## config.mk

```make
export PLATFORM = sky130hd
export DESIGN_NAME = wm_phase_timer_flat
export DESIGN_NICKNAME = d
export VERILOG_FILES = /design/src/rtl/wm_phase_timer_if.sv /design/src/rtl/wm_phase_timer.sv /design/src/flat_wrapper.sv
export SDC_FILE = /design/constraint.sdc
export NUM_CORES = 1
export LEC_CHECK = 0
export ABC_CLOCK_PERIOD_IN_PS = 3800
export BUFFER_PORTS_ARGS = -buffer_cell sky130_fd_sc_hd__buf_4
export CORE_ASPECT_RATIO = 2
export CORE_UTILIZATION = 25
export CTS_BUF_LIST = sky130_fd_sc_hd__clkbuf_2 sky130_fd_sc_hd__clkbuf_4 sky130_fd_sc_hd__clkbuf_8
export CTS_CLUSTER_DIAMETER = 200
export DETAILED_ROUTE_END_ITERATION = 10
export SKIP_CTS_REPAIR_TIMING = 1
export SYNTH_ARGS = -nofsm -noshare
export SYNTH_HDL_FRONTEND = slang
export SYNTH_SLANG_ARGS = --single-unit
export TNS_END_PERCENT = 30
```

## constraint.sdc

```tcl
create_clock -name clock -period 3.8 [get_ports clock]
set_clock_uncertainty 0.05 [all_clocks]
set_input_delay 0.76 -clock clock [delete_from_list [all_inputs] [get_ports clock]]
set_output_delay 0.76 -clock clock [all_outputs]
set_load 0.01 [all_outputs]
```

## src/rtl/wm_phase_timer_if.sv

```systemverilog
// Signal bundle between the washing-machine controller and wm_phase_timer.
// Optional macro WM_PHASE_TIMER_EXTEND_EN adds the extend_Request line.
//
// Protocol: the controller (master) drives one-hot operation levels,
// fault and pause. Each level is held for as long as the matching state
// is active. The timer (slave) returns single-cycle registered pulses,
// which the controller samples on the following clock edge. No
// back-pressure exists, so no pulse is ever stretched or queued.
// phase and remaining are registered status outputs from the timer.
interface wm_phase_timer_if #(
   parameter int CNT_W = 16
);
   logic             fill_Water_Operation;
   logic             heat_Water_Operation;
   logic             wash_Operation;
   logic             rinse_Operation;
   logic             spin_Operation;
   logic             fault;
   logic             pause;
`ifdef WM_PHASE_TIMER_EXTEND_EN
   logic             extend_Request;
`endif
   logic             sig_Time_Out;
   logic             sig_Wash_Completed;
   logic             sig_Rinse_Completed;
   logic             sig_Spin_Completed;
   logic [2:0]       phase;
   logic [CNT_W-1:0] remaining;

   modport master (
      output fill_Water_Operation, heat_Water_Operation, wash_Operation,
      output rinse_Operation, spin_Operation, fault, pause,
`ifdef WM_PHASE_TIMER_EXTEND_EN
      output extend_Request,
`endif
      input  sig_Time_Out, sig_Wash_Completed, sig_Rinse_Completed,
      input  sig_Spin_Completed, phase, remaining
   );

   modport slave (
      input  fill_Water_Operation, heat_Water_Operation, wash_Operation,
      input  rinse_Operation, spin_Operation, fault, pause,
`ifdef WM_PHASE_TIMER_EXTEND_EN
      input  extend_Request,
`endif
      output sig_Time_Out, sig_Wash_Completed, sig_Rinse_Completed,
      output sig_Spin_Completed, phase, remaining
   );
endinterface

```

## src/rtl/wm_phase_timer.sv

```systemverilog
// Phase timing scheduler for the washing-machine controller.
// The block decodes the active operation and runs a prescaled down-counter.
// When the counter expires it issues a one-cycle timeout or completion pulse.
// Optional macro WM_PHASE_TIMER_EXTEND_EN adds EXTEND_TICKS and extend_Request.
// With that macro, a request in wash, rinse or spin lengthens the phase.
module wm_phase_timer #(
   parameter int CNT_W        = 16,
   parameter int CLK_PER_TICK = 1000,
   parameter int FILL_LIMIT   = 60,
   parameter int HEAT_LIMIT   = 120,
   parameter int WASH_TIME    = 300,
   parameter int RINSE_TIME   = 180,
   parameter int SPIN_TIME    = 120
`ifdef WM_PHASE_TIMER_EXTEND_EN
   , parameter int EXTEND_TICKS = 60
`endif
) (
   input  logic           clock,
   input  logic           reset_n,
   wm_phase_timer_if.slave bus
);

   // Phase codes; phase doubles as the observable state of this block.
   localparam logic [2:0] PH_IDLE  = 3'd0;
   localparam logic [2:0] PH_FILL  = 3'd2;
   localparam logic [2:0] PH_HEAT  = 3'd3;
   localparam logic [2:0] PH_WASH  = 3'd4;
   localparam logic [2:0] PH_RINSE = 3'd5;
   localparam logic [2:0] PH_SPIN  = 3'd6;

   localparam int            PW         = (CLK_PER_TICK > 1) ? $clog2(CLK_PER_TICK) : 1;
   localparam logic [PW-1:0] PRESC_LAST = PW'(CLK_PER_TICK - 1);

   logic [2:0]       phase_dec;
   logic [CNT_W-1:0] limit_dec;
   logic [2:0]       phase_q;
   logic [CNT_W-1:0] remaining_q;
   logic [PW-1:0]    presc_q;
   logic             done_q;
   logic             time_out_q;
   logic             wash_done_q;
   logic             rinse_done_q;
   logic             spin_done_q;

   logic             phase_change;
   logic             running;
   logic             tick;
   logic             ext_hit;
   logic [CNT_W-1:0] ext_val;
   logic [CNT_W-1:0] rem_next;
   logic             expire;

   // Priority decode of the controller state; fault or no operation means idle.
   always_comb begin
      phase_dec = PH_IDLE;
      limit_dec = '0;
      if (bus.fault) begin
         phase_dec = PH_IDLE;
      end else if (bus.spin_Operation) begin
         phase_dec = PH_SPIN;
         limit_dec = CNT_W'(SPIN_TIME);
      end else if (bus.rinse_Operation) begin
         phase_dec = PH_RINSE;
         limit_dec = CNT_W'(RINSE_TIME);
      end else if (bus.wash_Operation) begin
         phase_dec = PH_WASH;
         limit_dec = CNT_W'(WASH_TIME);
      end else if (bus.heat_Water_Operation) begin
         phase_dec = PH_HEAT;
         limit_dec = CNT_W'(HEAT_LIMIT);
      end else if (bus.fill_Water_Operation) begin
         phase_dec = PH_FILL;
         limit_dec = CNT_W'(FILL_LIMIT);
      end
   end

   assign phase_change = (phase_dec != phase_q);
   assign running      = (phase_q != PH_IDLE) && !done_q && !bus.pause;
   assign tick         = running && (presc_q == PRESC_LAST);

`ifdef WM_PHASE_TIMER_EXTEND_EN
   // Extension applies only to wash, rinse and spin, before expiry.
   // Pause is not a blocking condition: pause only freezes the tick count.
   logic [CNT_W+31:0] ext_sum;
   assign ext_hit = bus.extend_Request && !done_q && !phase_change &&
                    ((phase_q == PH_WASH) || (phase_q == PH_RINSE) || (phase_q == PH_SPIN));
   assign ext_sum = {32'd0, remaining_q} + (CNT_W+32)'(EXTEND_TICKS) - (CNT_W+32)'(tick);
   assign ext_val = (ext_sum[CNT_W+31:CNT_W] != '0) ? '1 : ext_sum[CNT_W-1:0];
`else
   assign ext_hit = 1'b0;
   assign ext_val = '0;
`endif

   // Next counter value; an extension absorbs a coinciding tick without expiring.
   always_comb begin
      rem_next = remaining_q;
      expire   = 1'b0;
      if (ext_hit) begin
         rem_next = ext_val;
      end else if (tick) begin
         rem_next = remaining_q - CNT_W'(1);
         expire   = !phase_change && (remaining_q == CNT_W'(1));
      end
   end

   // Phase register, down-counter, prescaler and done flag; a phase change wins.
   always_ff @(posedge clock or negedge reset_n) begin
      if (!reset_n) begin
         phase_q     <= PH_IDLE;
         remaining_q <= '0;
         presc_q     <= '0;
         done_q      <= 1'b0;
      end else if (phase_change) begin
         phase_q     <= phase_dec;
         remaining_q <= limit_dec;
         presc_q     <= '0;
         done_q      <= 1'b0;
      end else begin
         if (running) begin
            presc_q <= tick ? '0 : presc_q + PW'(1);
         end
         remaining_q <= rem_next;
         if (expire) begin
            done_q <= 1'b1;
         end
      end
   end

   // Single-cycle pulse registers; only the running phase's pulse can fire.
   always_ff @(posedge clock or negedge reset_n) begin
      if (!reset_n) begin
         time_out_q   <= 1'b0;
         wash_done_q  <= 1'b0;
         rinse_done_q <= 1'b0;
         spin_done_q  <= 1'b0;
      end else begin
         time_out_q   <= expire && ((phase_q == PH_FILL) || (phase_q == PH_HEAT));
         wash_done_q  <= expire && (phase_q == PH_WASH);
         rinse_done_q <= expire && (phase_q == PH_RINSE);
         spin_done_q  <= expire && (phase_q == PH_SPIN);
      end
   end

   assign bus.sig_Time_Out        = time_out_q;
   assign bus.sig_Wash_Completed  = wash_done_q;
   assign bus.sig_Rinse_Completed = rinse_done_q;
   assign bus.sig_Spin_Completed  = spin_done_q;
   assign bus.phase               = phase_q;
   assign bus.remaining           = remaining_q;

endmodule

```

## src/flat_wrapper.sv

```systemverilog
// flat-port wrapper written by rule: the top's interface ports become plain ports
module wm_phase_timer_flat 
#(
   parameter int CNT_W        = 16,
   parameter int CLK_PER_TICK = 1000,
   parameter int FILL_LIMIT   = 60,
   parameter int HEAT_LIMIT   = 120,
   parameter int WASH_TIME    = 300,
   parameter int RINSE_TIME   = 180,
   parameter int SPIN_TIME    = 120

)
  (clock, reset_n, bus_fill_Water_Operation, bus_heat_Water_Operation, bus_wash_Operation, bus_rinse_Operation, bus_spin_Operation, bus_fault, bus_pause, bus_sig_Time_Out, bus_sig_Wash_Completed, bus_sig_Rinse_Completed, bus_sig_Spin_Completed, bus_phase, bus_remaining);
  wm_phase_timer_if #(.CNT_W(CNT_W)) bus_i ();
  input  logic clock;
  input  logic reset_n;
  input wire logic [$bits(bus_i.fill_Water_Operation)-1:0] bus_fill_Water_Operation;
  input wire logic [$bits(bus_i.heat_Water_Operation)-1:0] bus_heat_Water_Operation;
  input wire logic [$bits(bus_i.wash_Operation)-1:0] bus_wash_Operation;
  input wire logic [$bits(bus_i.rinse_Operation)-1:0] bus_rinse_Operation;
  input wire logic [$bits(bus_i.spin_Operation)-1:0] bus_spin_Operation;
  input wire logic [$bits(bus_i.fault)-1:0] bus_fault;
  input wire logic [$bits(bus_i.pause)-1:0] bus_pause;
  output wire logic [$bits(bus_i.sig_Time_Out)-1:0] bus_sig_Time_Out;
  output wire logic [$bits(bus_i.sig_Wash_Completed)-1:0] bus_sig_Wash_Completed;
  output wire logic [$bits(bus_i.sig_Rinse_Completed)-1:0] bus_sig_Rinse_Completed;
  output wire logic [$bits(bus_i.sig_Spin_Completed)-1:0] bus_sig_Spin_Completed;
  output wire logic [$bits(bus_i.phase)-1:0] bus_phase;
  output wire logic [$bits(bus_i.remaining)-1:0] bus_remaining;
  assign bus_i.fill_Water_Operation = bus_fill_Water_Operation;
  assign bus_i.heat_Water_Operation = bus_heat_Water_Operation;
  assign bus_i.wash_Operation = bus_wash_Operation;
  assign bus_i.rinse_Operation = bus_rinse_Operation;
  assign bus_i.spin_Operation = bus_spin_Operation;
  assign bus_i.fault = bus_fault;
  assign bus_i.pause = bus_pause;
  assign bus_sig_Time_Out = bus_i.sig_Time_Out;
  assign bus_sig_Wash_Completed = bus_i.sig_Wash_Completed;
  assign bus_sig_Rinse_Completed = bus_i.sig_Rinse_Completed;
  assign bus_sig_Spin_Completed = bus_i.sig_Spin_Completed;
  assign bus_phase = bus_i.phase;
  assign bus_remaining = bus_i.remaining;
  wm_phase_timer #(.CNT_W(CNT_W), .CLK_PER_TICK(CLK_PER_TICK), .FILL_LIMIT(FILL_LIMIT), .HEAT_LIMIT(HEAT_LIMIT), .WASH_TIME(WASH_TIME), .RINSE_TIME(RINSE_TIME), .SPIN_TIME(SPIN_TIME)) u_core (.clock(clock), .reset_n(reset_n), .bus(bus_i));
endmodule
```

==> run metrics, run 1 <==
layout cell share with drive strength beyond 1=26.5%; crit share post-route=61.0%; Max Cap Violations=0; maximum root-to-sink buffer count=2; Synth Area in Simple Gates=32.4%; Multi-input gate area=0.00104 mm²; Syn. warnings=0; DR iter-0 viols=16; setup TNS=0 ns; CP max FO=17; DRC Markers=0; initial antenna violation count=0; Hold Vio Cnt, Final=0; Reg2Reg Depth=5; synth unique cells=42; CP top delay family=simple AND/OR/NAND/NOR gates; hold_ws=0.339 ns; WL/cell=14.3 µm; Seq. cell area=851 µm²; H-tree depth=2; antenna cells=0; # setup viols final=0; Final Slew Violations=0; HPWL after detailed placement=3.53 mm; Num CTS Buffers=5; # clock sinks=34; cell with the largest stage delay on the worst path=or4b_4; Buf/Inv on CP=1; min cycle time layout=2.32 ns; syn nets=215; pin count of the biggest net entering global routing=35; fraction of registers with async set/reset=100%; clock root cell=clkbuf_8; Primary FF master, synth=dfrtp_1; DIE AREA=0.00822 mm²; Initial Util=25.8%; RSZ-0062 raised after global routing=false; grt ovf=0; XOR/XNOR share of the synthesized area=10.7%; Routed WL=4.70 mm; mux share of post-synthesis cell area=4.34%; Synth Area in Adders=1.91%; CP Launch Type=input port; core area=0.00760 mm²; CP cell instances=buf_4 > or2_4 > or4b_4 > nor2_4 > mux2_2 > nor2_1; Yosys reg bits=34; critical path arrival=2.50 ns; Rows=45; Syn-to-layout area delta=22.9%; worst relative slew slack=56.2%; Compound-Gate Fraction of Synth Area=3.51%; P_leak=0.000986 µW; fin cells=328; mapped cell area=0.00196 mm²; post-layout util=31.7%; largest family of logic cells by synthesized area=simple AND/OR/NAND/NOR gates; placed cell count=320; worst slew pin tran=0.648 ns; I/O Buffers=31; Reg clk slew, reported paths=0.08 ns; io pins=32; syn_area_per_cell=9.66 µm²; Die Wd=64.6 µm; Post-synth EDFFs=0; vias in the first global route=1,675; Nets=245; total number of vias=1,566; ANT nets after route=0; die height=127 µm; Critical Path End Type=register; DR vias/cell=4.77; CTS tree=done; CP Depth=6; VDD IR max=0.146 mV; TritonRoute pass-1 iters=4; routability cong.=0.838; fillcell total=802; register area share after synthesis=43.4%; PwrDens=385 mW/mm²; status=finished, final reports clean; first-pass GRT wire length=7.80 mm; Fmax=431 MHz; hold crit path type=in -> async; CP Data Required Time=3.98 ns; Global Route Usage Sum=12.8%; crit path kind=in -> reg; Gate Count Post-Synth=203; worst skew pair latency=0.31 ns; Worst path max stage delay=0.66 ns
synthesized netlist by cell type (4+ instances only):
library cell  count  area (µm²)
nor4_1            5        31.3
nor4_2            4        50.1
xnor2_1          18         158
or3_1             4        25.0
clkbuf_1          4        15.0
nor2_1           24        90.1
nand3b_1          4        30.0
a21oi_1           7        35.0
inv_1             6        22.5
xor2_1            6        52.6
mux2i_1           4        40.0
nor2_2            4        25.0
dfrtp_1          34         851
nand2_1          13        48.8
mux2_2            4        45.0
nand4_1           6        37.5
nor3_1           19        95.1
flip-flops by register name, indices dropped and copies added, names as in the netlist:
register                        count
u_core.bus.phase                    3
u_core.bus.sig_Spin_Completed       1
u_core.bus.remaining               16
u_core.bus.sig_Time_Out             1
u_core.presc_q                     10
u_core.done_q                       1
u_core.bus.sig_Wash_Completed       1
u_core.bus.sig_Rinse_Completed      1
power by group:
part / internal [µW] / switching (µW) / total (µW)
sequential: 373 / 19.8 / 393
combinational: 48.8 / 61.8 / 111
clock: 280 / 145 / 425
stage by stage:
step	cell area [µm²]	worst slack, ns	total power [µW]
2_1_floorplan	1960	1.43	462
3_3_place_gp	2270	1.21	510
3_5_place_dp	2270	1.17	512
4_1_cts	2410	1.48	939
5_1_grt	2410	1.34	963
6_report	2410	1.48	928
cells in the final DEF (no fill, tap or decap), types with 7 or more instances in the layout:
| master | synthesis | layout |
|---|---|---|
| nand2_1 | 13 | 13 |
| xnor2_1 | 18 | 18 |
| nor3_1 | 19 | 19 |
| buf_4 | 0 | 32 |
| nor2_1 | 24 | 24 |
| dfrtp_1 | 34 | 34 |
| a21oi_1 | 7 | 7 |
path summary, 6_finish.rpt:
check / start / end / slack (ns)
max: bus_pause / u_core.bus.remaining[1] / 1.48
min: reset_n / u_core.presc_q[3] / 0.34
max reg2reg: u_core.presc_q[3] / u_core.bus.remaining[1] / 1.49
min reg2reg: u_core.done_q / u_core.done_q / 0.47
max in group asynchronous: reset_n / u_core.bus.remaining[13] / 3.03
min in group clock: u_core.done_q / u_core.done_q / 0.47
worst reg2reg max path, cell delays in order (launching register included):
cell and delay, ns:
dfrtp_1 0.48, nor4bb_1 0.62, nand2_2 0.30, nor2_4 0.32
mux2_2 0.37, nor2_1 0.09
per-layer routing:
layer | vias to the layer above | routed length (µm) | GRT usage (%)
li1 | 767 | - | -
met1 | 747 | 1660 | 11.6
met2 | 37 | 2680 | 24.1
met3 | 15 | 141 | 2.23
met4 | 0 | 225 | 9.93
met5 | - | 0 | 0
cell families after synthesis:
logic type	Yosys count
buffers and inverters	15
adders and majority gates	3
DFF	34
xor gates and xnor gates	24
AOI/OAI and AO/OA	12
and+or+nand+nor	107
muxes	8
cell type report:
| cell class | instances | share of cell area [%] |
|---|---|---|
| multi-input cells | 154 | 43.0 |
| flip-flops and latches | 34 | 35.3 |
| repair buffers | 32 | 9.97 |
| well taps | 94 | 4.88 |
| clock buffers | 6 | 3.43 |
| clock inverters | 2 | 2.49 |
| inverters | 6 | 0.935 |
No activity file was read; power rests on OpenSTA's default activity.
==> run 2: changes to the inputs <==
--- a/config.mk
+++ b/config.mk
@@ -5,7 +5,8 @@
 export SDC_FILE = /design/constraint.sdc
 export NUM_CORES = 1
 export LEC_CHECK = 0
-export ABC_CLOCK_PERIOD_IN_PS = 3800
+export ABC_AREA = 1
+export ABC_CLOCK_PERIOD_IN_PS = 1920
 export BUFFER_PORTS_ARGS = -buffer_cell sky130_fd_sc_hd__buf_4
 export CORE_ASPECT_RATIO = 2
 export CORE_UTILIZATION = 25
==> constraint.sdc (replaced) <==
create_clock -name clock -period 1.92 [get_ports clock]
set_clock_uncertainty 0.05 [all_clocks]
set_input_delay 0.384 -clock clock [delete_from_list [all_inputs] [get_ports clock]]
set_output_delay 0.384 -clock clock [all_outputs]
set_load 0.01 [all_outputs]
==> run metrics, run 2 <==
WL/cell=13.2 µm (-7.6%); Num CTS Buffers=5 (unchanged); fillcell total=957 (+19%); DIE AREA=0.00957 mm² (+16%); Sw Share=33.1% (+8.7 points); antenna cells=0 (unchanged); syn_area_per_cell=6.88 µm² (-29%); hold_ws=-0.0208 ns (-0.360 ns); routability cong.=0.880 (+5.1%); Internal Power=1190 µW (+70%); register area share after synthesis=37.2% (-6.2 points); grt ovf=0 (unchanged); syn nets=345 (+60%); crit share post-route=92.2%; clock root cell=clkbuf_8; layout cell share with drive strength beyond 1=19.9% (-6.6 points); Largest register FFs=16 (unchanged); Yosys top cell by area=dfrtp_1; core area=0.00895 mm² (+18%); pin count of the biggest net entering global routing=35 (unchanged); VDD IR max=0.281 mV (+93%); Syn-to-layout area delta=23.4%; initial antenna violation count=0 (unchanged); DR vias/cell=4.69 (-1.7%); status=finished with violations; die height=137 µm (+7.9%); commonest non-fill, non-tap cell in the layout=nand2_1; mapped cell area=0.00229 mm² (+17%); hold crit path type=in -> async; Synth top area share=37.2% (-6.2 points); # clock sinks=34 (unchanged); TritonRoute pass-1 iters=4 (unchanged); DRC Markers=0 (unchanged); CP Data Required Time=2.10 ns (-1.88 ns); setup TNS=0 ns (unchanged); commonest cells after routing, fill and taps aside=nand2_1, nor2_1, buf_4, inv_1, nand3_1; synth unique cells=26 (-38%); Primary FF master, synth=dfrtp_1; failing checks=hold timing; Routed WL=6.41 mm (+36%); Rows=49 (+8.9%); Fmax=565 MHz; Global Route Usage Sum=14.2% (+1.3 points); ranking of synthesized cells by area=dfrtp_1, nand2_1, nor2_1; Critical Path Source=u_core.presc_q[5]; min cycle time layout=1.77 ns; Clk network pwr share=32.9% (-13 points); Critical Path End Type=register; PwrDens=630 mW/mm² (+64%); Gate power share=22.6% (+11 points); Die Wd=69.7 µm (+7.8%); worst skew pair latency=0.30 ns (about the same); Syn. warnings=0 (unchanged); Yosys reg bits=34 (unchanged); first-pass GRT wire length=10.5 mm (+34%); RSZ-0062 raised after global routing=false; worst slew pin tran=0.451 ns (-0.197 ns); startpoint of the worst register-to-register path=u_core.presc_q[5]; cell with the most instances after synthesis=nand2_1; vias in the first global route=2,268 (+35%); maximum root-to-sink buffer count=2 (unchanged); Initial Util=25.6% (-0.21 points); # setup viols final=0 (unchanged); fraction of registers with async set/reset=100% (unchanged); CP max FO=4 (-13); Nets=393 (+60%); CTS tree=done; critical path arrival=1.94 ns (-0.56 ns); DR iter-0 viols=181 (+165); Max Cap Violations=0 (unchanged); P_leak=0.00149 µW (+51%); Post-synth EDFFs=0 (unchanged); Final Slew Violations=0 (unchanged); Reg power frac=44.4% (+2.1 points); total number of vias=2,271 (+45%); CP Launch Type=register; Hold Vio Cnt, Final=34 (+34); Gate Count Post-Synth=333 (+64%); placed cell count=471 (+47%); Reg clk slew, reported paths=0.07 ns (about the same); fin cells=484 (+48%); synth cell count leaders=nand2_1, nor2_1, inv_1; switching pwr=589 µW (+160%); I/O Buffers=31 (unchanged); io pins=32 (unchanged); worst relative slew slack=69.9% (+14 points); H-tree depth=2 (unchanged); HPWL after detailed placement=5.05 mm (+43%); crit path kind=reg -> reg; ANT nets after route=0 (unchanged)
==> run 2: changes by cell type in the layout (fill, tap and decap cells not counted), sizes merged, moves of 10 or more <==
cell	previous run	this run
nand2	14	95
inv	6	45
nand3	3	38
nor2	29	61
xnor2	18	3
buf	32	45
nor3	22	12
==> run 2: layout make-up <==
type / instances / area, µm² / share of cell area (%)
Multi-Input combinational cell: 250 / 1240 / 43.8
Sequential cell: 34 / 852 / 30.2
Timing Repair Buffer: 45 / 338 / 12.0
Inverter: 45 / 174 / 6.16
Tap cell: 102 / 128 / 4.52
Clock buffer: 7 / 90.1 / 3.19
Clock inverter: 1 / 5.00 / 0.177
==> run 2: cells by family after synthesis <==
group	after synthesis	synth area share, %
adders and majority gates	3	1.64
AOI/OAI and AO/OA	14	3.55
xor gates and xnor gates	12	4.59
DFF	34	37.2
buffers and inverters	49	9.18
and+or+nand+nor	221	43.9
==> run 2: final timing paths <==
check,end,slack (ns),cells past startpoint
min reg2reg,u_core.done_q,0.48,2
min,u_core.bus.phase[0],-0.02,1
max reg2reg,u_core.bus.sig_Rinse_Completed,0.15,8
max in group asynchronous,u_core.presc_q[0],1.50,1
min in group clock,u_core.bus.phase[0],0.37,3
max,u_core.bus.sig_Rinse_Completed,0.15,8
==> run 2: through the flow <==
| stage | setup WS, ns | util, % | power [µW] | area (µm²) |
|---|---|---|---|---|
| finish | 0.150 | 31.6 | 1780 | 2830 |
| detailed placement | 0.0483 | 30.0 | 1200 | 2680 |
| global route | 0.00916 | 31.6 | 1890 | 2830 |
| floorplan | 0.395 | - | 1050 | 2290 |
| global placement | 0.0598 | 30.0 | 1200 | 2680 |
| CTS | 0.0570 | 31.0 | 1790 | 2780 |
==> run 2: critical path, stage by stage, from the launching register on <==
cell and delay [ns]:
dfrtp_1 0.41, inv_1 0.11, nor3_2 0.27, nand2_1 0.10, nor2_2 0.14, nand4_1 0.23, nor2_2 0.20, nand2_1 0.09
nor2_1 0.10
==> run 2: layer usage <==
metal	routed length [µm]	global-route usage, %
met2	3630	26.9
met4	405	12.1
met1	2230	13.3
met3	148	1.54
met5	0	0
==> run 2: power groups by stage <==
stage | clock, µW | sequential (µW) | combinational (µW)
floorplan | 0 | 803 | 247
global placement | 0 | 805 | 391
detailed placement | 0 | 805 | 395
CTS | 602 | 791 | 396
global route | 640 | 795 | 452
finish | 586 | 791 | 403
